--- config.mk ---
export PLATFORM = sky130hd
export DESIGN_NAME = mar_banked
export DESIGN_NICKNAME = d
export VERILOG_FILES = /design/src/rtl/mar_pkg.sv /design/src/rtl/mar_chunk_stager.sv /design/src/rtl/mar_banked.sv
export SDC_FILE = /design/constraint.sdc
export NUM_CORES = 1
export LEC_CHECK = 0
export CORE_MARGIN = 10
export CORE_UTILIZATION = 50
export CTS_CLUSTER_DIAMETER = 120
export DETAILED_ROUTE_END_ITERATION = 16
export PLACE_DENSITY = 0.8
export RECOVER_POWER = 25
export SETUP_SLACK_MARGIN = 0.15
export SLEW_MARGIN = 5
export SYNTH_ARGS = -nofsm -noshare
export SYNTH_HDL_FRONTEND = slang
export SYNTH_SLANG_ARGS = --single-unit
export TNS_END_PERCENT = 1
--- constraint.sdc ---
create_clock -name CLK -period 2.2 [get_ports CLK]
set_clock_uncertainty 0.15 [all_clocks]
set_input_delay 0.44 -clock CLK [delete_from_list [all_inputs] [get_ports CLK]]
set_output_delay 0.44 -clock CLK [all_outputs]
set_load 0.05 [all_outputs]
--- src/rtl/mar_pkg.sv ---
// Shared types and sizing helpers for the banked memory address register.
// Imported by mar_chunk_stager and mar_banked.
package mar_pkg;

    typedef enum logic {
        MAR_IDLE = 1'b0,
        MAR_FILL = 1'b1
    } mar_state_t;

    localparam int MAR_MIN_IDX_W = 1;

    function automatic int nchunk(input int addr_w, input int bus_w);
        return (addr_w + bus_w - 1) / bus_w;
    endfunction

    // A single-chunk build still needs a 1-bit index so the ports stay legal.
    function automatic int idx_width(input int n);
        int w;
        w = $clog2(n);
        return (w < MAR_MIN_IDX_W) ? MAR_MIN_IDX_W : w;
    endfunction

endpackage

--- src/rtl/mar_chunk_stager.sv ---
// Collects LSB-first W-bus chunks into a staging register and flags the
// cycle in which the final chunk arrives so the top level can commit it.
module mar_chunk_stager
    import mar_pkg::*;
#(
    parameter int ADDR_W = 16,
    parameter int BUS_W  = 8
) (
    input  logic              clk_i,
    input  logic              clr_i,
    input  logic [BUS_W-1:0]  chunk_i,
    input  logic              load_n_i,
    output logic              commit_o,
    output logic              busy_o,
    output logic [ADDR_W-1:0] addr_o
);

    localparam int NCHUNK = nchunk(ADDR_W, BUS_W);
    localparam int IDX_W  = idx_width(NCHUNK);
    localparam int STG_W  = (NCHUNK > 1) ? (NCHUNK - 1) * BUS_W : 1;
    localparam logic [IDX_W-1:0] LAST_IDX = IDX_W'(NCHUNK - 1);

    mar_state_t       state_q, state_d;
    logic [IDX_W-1:0] idx_q, idx_d;
    logic [STG_W-1:0] stg_q, stg_d;

    always_ff @(posedge clk_i) begin
        if (clr_i) begin
            state_q <= MAR_IDLE;
            idx_q   <= '0;
            stg_q   <= '0;
        end else begin
            state_q <= state_d;
            idx_q   <= idx_d;
            stg_q   <= stg_d;
        end
    end

    // Index is 0 whenever idle, so the same compare covers both states.
    always_comb begin
        state_d  = state_q;
        idx_d    = idx_q;
        stg_d    = stg_q;
        commit_o = 1'b0;
        if (!load_n_i) begin
            if (idx_q == LAST_IDX) begin
                commit_o = 1'b1;
                idx_d    = '0;
                state_d  = MAR_IDLE;
            end else begin
                for (int k = 0; k < NCHUNK - 1; k++) begin
                    if (idx_q == IDX_W'(k)) begin
                        stg_d[k*BUS_W +: BUS_W] = chunk_i;
                    end
                end
                idx_d   = idx_q + IDX_W'(1);
                state_d = MAR_FILL;
            end
        end
    end

    assign busy_o = (state_q == MAR_FILL);

    generate
        if (NCHUNK > 1) begin : g_multi
            assign addr_o = ADDR_W'({chunk_i, stg_q});
        end else begin : g_single
            assign addr_o = chunk_i;
        end
    endgenerate

endmodule

--- src/rtl/mar_banked.sv ---
// Memory address register fed chunk-wise from the W-bus, with increment.
// Optional feature macro: MAR_WRAP_FLAG_EN adds the mar_wrap pulse output.
module mar_banked
    import mar_pkg::*;
#(
    parameter int                ADDR_W     = 16,
    parameter int                BUS_W      = 8,
    parameter logic [ADDR_W-1:0] RESET_ADDR = '0
) (
    input  logic              CLK,
    input  logic              CLR,
    input  logic [BUS_W-1:0]  mar_input,
    input  logic              Lm_bar,
    input  logic              Im_bar,
`ifdef MAR_WRAP_FLAG_EN
    output logic              mar_wrap,
`endif
    output logic [ADDR_W-1:0] mar_output,
    output logic              mar_busy
);

    logic              commit;
    logic [ADDR_W-1:0] assembled;
    logic [ADDR_W-1:0] mar_q, mar_d;
    logic              incr;

    mar_chunk_stager #(
        .ADDR_W (ADDR_W),
        .BUS_W  (BUS_W)
    ) u_stager (
        .clk_i    (CLK),
        .clr_i    (CLR),
        .chunk_i  (mar_input),
        .load_n_i (Lm_bar),
        .commit_o (commit),
        .busy_o   (mar_busy),
        .addr_o   (assembled)
    );

    // A commit in the same cycle as an increment request takes priority.
    assign incr = !Im_bar && !commit;

    always_comb begin
        mar_d = mar_q;
        if (commit) begin
            mar_d = assembled;
        end else if (incr) begin
            mar_d = mar_q + ADDR_W'(1);
        end
    end

    always_ff @(posedge CLK) begin
        if (CLR) begin
            mar_q <= RESET_ADDR;
        end else begin
            mar_q <= mar_d;
        end
    end

    assign mar_output = mar_q;

`ifdef MAR_WRAP_FLAG_EN
    logic wrap_q;

    always_ff @(posedge CLK) begin
        if (CLR) begin
            wrap_q <= 1'b0;
        end else begin
            wrap_q <= incr && (&mar_q);
        end
    end

    assign mar_wrap = wrap_q;
`endif

endmodule

==> metrics.txt <==
Crit Path Class reg -> out; status complete, no violations; Tmin final 1.93 ns; mean number of vias per cell 5.79; final wirelength 3120 um; Fin. Hold Viols 0; Mapped Cells 145; num ports 29; ys async rst share 0%; CP Launch Type register; flip-flop and latch count after synthesis 25; syn nets 158; n_diodes 0; Least-Margin Pin Slew 0.518 ns; fin util 68.5%; final max-slew violation count 0; row count 17; Post-DP HPWL 2400 um; commonest non-fill, non-tap cell in the layout dfxtp_1; slew margin rel. 65.4%; yosys warns 0; Layout Nets 188; Crit Reg-Reg Endpoint mar_output[14]; maxcap violations 0; Global Route Usage Sum 12.6%; worst hold stages 2; met3 global-route usage 4.28%; initial antenna violation count 0; top_reg_cell synth dfxtp_1; routed vias 1170; DRT iter0 DRCs 63; slowest CP cell dlygate4sd2_1; Syn Std Cell Area 1230 um^2; Worst Hold End mar_output[0]; CTS H-Tree Depth 1; worst path buffer plus inverter count 1; share of layout cells above drive strength 1 13.2%; # port buffers 28; pwr/cell area 609 nW/um^2; cells on worst reg2reg path 5; Die W 69.5 um; global-route wire length before repair 5310 um; met2 Use GR 20.5%; RR Startpoint mar_output[0]; EDFF count, synth 0; worst min path class reg -> reg; Starting Density 53.9%; crit path DAT 1.34 ns; Peak supply drop 385 uV; Worst path top cell family by delay buffers and inverters; Filler cells 206; Max clock buf depth 2; Levels on crit path 1; register area share after synthesis 40.8%; Netlist cell types 29; leading cell types in the layout, fill and taps excluded dfxtp_1, nand2_1, buf_4, nor2_1, a21oi_1; GR Overflow Total 0; CTS tree built; postcts setup bufs 0; clk_lat worst skew 0.32 ns; Die H 69.5 um; number of global-route vias before repair 1136; register-to-register setup slack 0.47 ns; DRT Pass-1 Iters 4; Area growth syn-to-layout 27.1%; Final setup viols 0; largest net degree at the start of global routing 26; Wirelength per Cell 15.4 um; RSZ-0062 raised after global routing no; drt drc 0; die area 4830 um^2; CTS root buf clkbuf_4; Clk pin slew, worst setup/hold paths 0.14 ns; Data required, critical path 1.61 ns; CP max FO 6; CP peak stage delay 0.57 ns; Worst Setup End Kind output pin; cts bufs inserted 3; met1 global-route usage 15.6%; Max Freq 519 MHz; global route hottest layer met2; core area 2280 um^2; ANT nets after route 0; period utilization 87.5%; worst hold slack 0.315 ns; clock sinks 25; CP Cell Sequence dlygate4sd2_1; Hold Crit Start u_stager.stg_q[0]; Mapped Avg Cell Area 8.46 um^2; Placer Congestion 0.855; Lkg Pwr 0.669 nW; setup TNS 0 ns
==> where the power goes <==
part / switching, W / total [W] / leakage [nW] / internal [W]
sequential: 0.0000397 / 0.000522 / 0.205 / 0.000483
clock: 0.000134 / 0.000202 / 0.0177 / 0.0000681
combinational: 0.000139 / 0.000224 / 0.446 / 0.0000851
total: 0.000313 / 0.000949 / 0.669 / 0.000636
==> final cells by class <==
class | count | area (um^2) | area share, %
multi-input cells | 107 | 674 | 43.3
clock inverters | 1 | 5.00 | 0.321
clock buffers | 3 | 22.5 | 1.44
flip-flops and latches | 25 | 500 | 32.1
repair buffers | 34 | 307 | 19.7
inverters | 4 | 15.0 | 0.963
well taps | 28 | 35.0 | 2.25
==> cells in the mapped netlist (3+ instances only) <==
| cell type | n | area, um^2 |
|---|---|---|
| xnor2_1 | 10 | 87.6 |
| nand2_1 | 14 | 52.6 |
| dfxtp_1 | 25 | 500 |
| nor3_1 | 4 | 20.0 |
| a211oi_1 | 9 | 67.6 |
| clkbuf_1 | 7 | 26.3 |
| and3_1 | 3 | 18.8 |
| o21ai_0 | 10 | 50.1 |
| o22ai_1 | 3 | 18.8 |
| xor2_1 | 3 | 26.3 |
| nor4_1 | 3 | 18.8 |
| inv_1 | 4 | 15.0 |
| nor2_1 | 13 | 48.8 |
| a21oi_1 | 12 | 60.1 |
| nand4_1 | 4 | 25.0 |
| or3_1 | 3 | 18.8 |
==> sequential cells by signal, summed over array words and instances, names as in the netlist <==
signal and count:
mar_output 16, u_stager.busy_o 1, u_stager.stg_q 8
==> through the flow <==
stage	setup slack, ns	area, um^2	total power [W]	instances
global placement	0.146	1530	0.000755	198
finish	0.275	1560	0.000949	202
floorplan	0.288	1230	0.000673	145
global route	0.208	1560	0.00100	202
CTS	0.0173	1550	0.000961	202
detailed placement	0.0613	1530	0.000761	198
==> kinds of logic after synthesis <==
family	Yosys count	share of synthesized area, %
DFF	25	40.8
and+or+nand+nor	55	25.4
muxes	1	0.816
buffers and inverters	13	4.18
xor gates and xnor gates	13	9.29
adders and majority gates	1	1.02
AOI/OAI and AO/OA	37	18.5
==> worst min-delay path, stage by stage, from the launching register on <==
cell and delay (ns):
dfxtp_1 0.33, nand2_1 0.05, a21oi_1 0.05
==> routing by layer <==
| layer | vias up | wire (um) | part of all wire [%] |
|---|---|---|---|
| met4 | 0 | 41 | 1.3 |
| met5 | - | 0 | 0 |
| met1 | 551 | 1430 | 46 |
| met2 | 40 | 1480 | 47 |
| met3 | 4 | 172 | 5.5 |
| li1 | 575 | - | - |
==> what timing repair did <==
item                                   CTS  global route
gates resized for setup                  1             6
hold buffers                             0             0
setup endpoints to repair                7             6
endpoints found under the hold margin    0             0
==> worst max-delay path by stage <==
stage / from / to / slack (ns)
after global placement: Im_bar / mar_output[5] / 0.15
final: mar_output[7] / mar_output[7] / 0.27
after detailed placement: Im_bar / mar_output[7] / 0.06
after floorplan: mar_output[0] / mar_output[6] / 0.29
after CTS: mar_output[13] / mar_output[13] / 0.02
after global routing: mar_output[7] / mar_output[7] / 0.21
No activity file was read; power rests on OpenSTA's default activity.
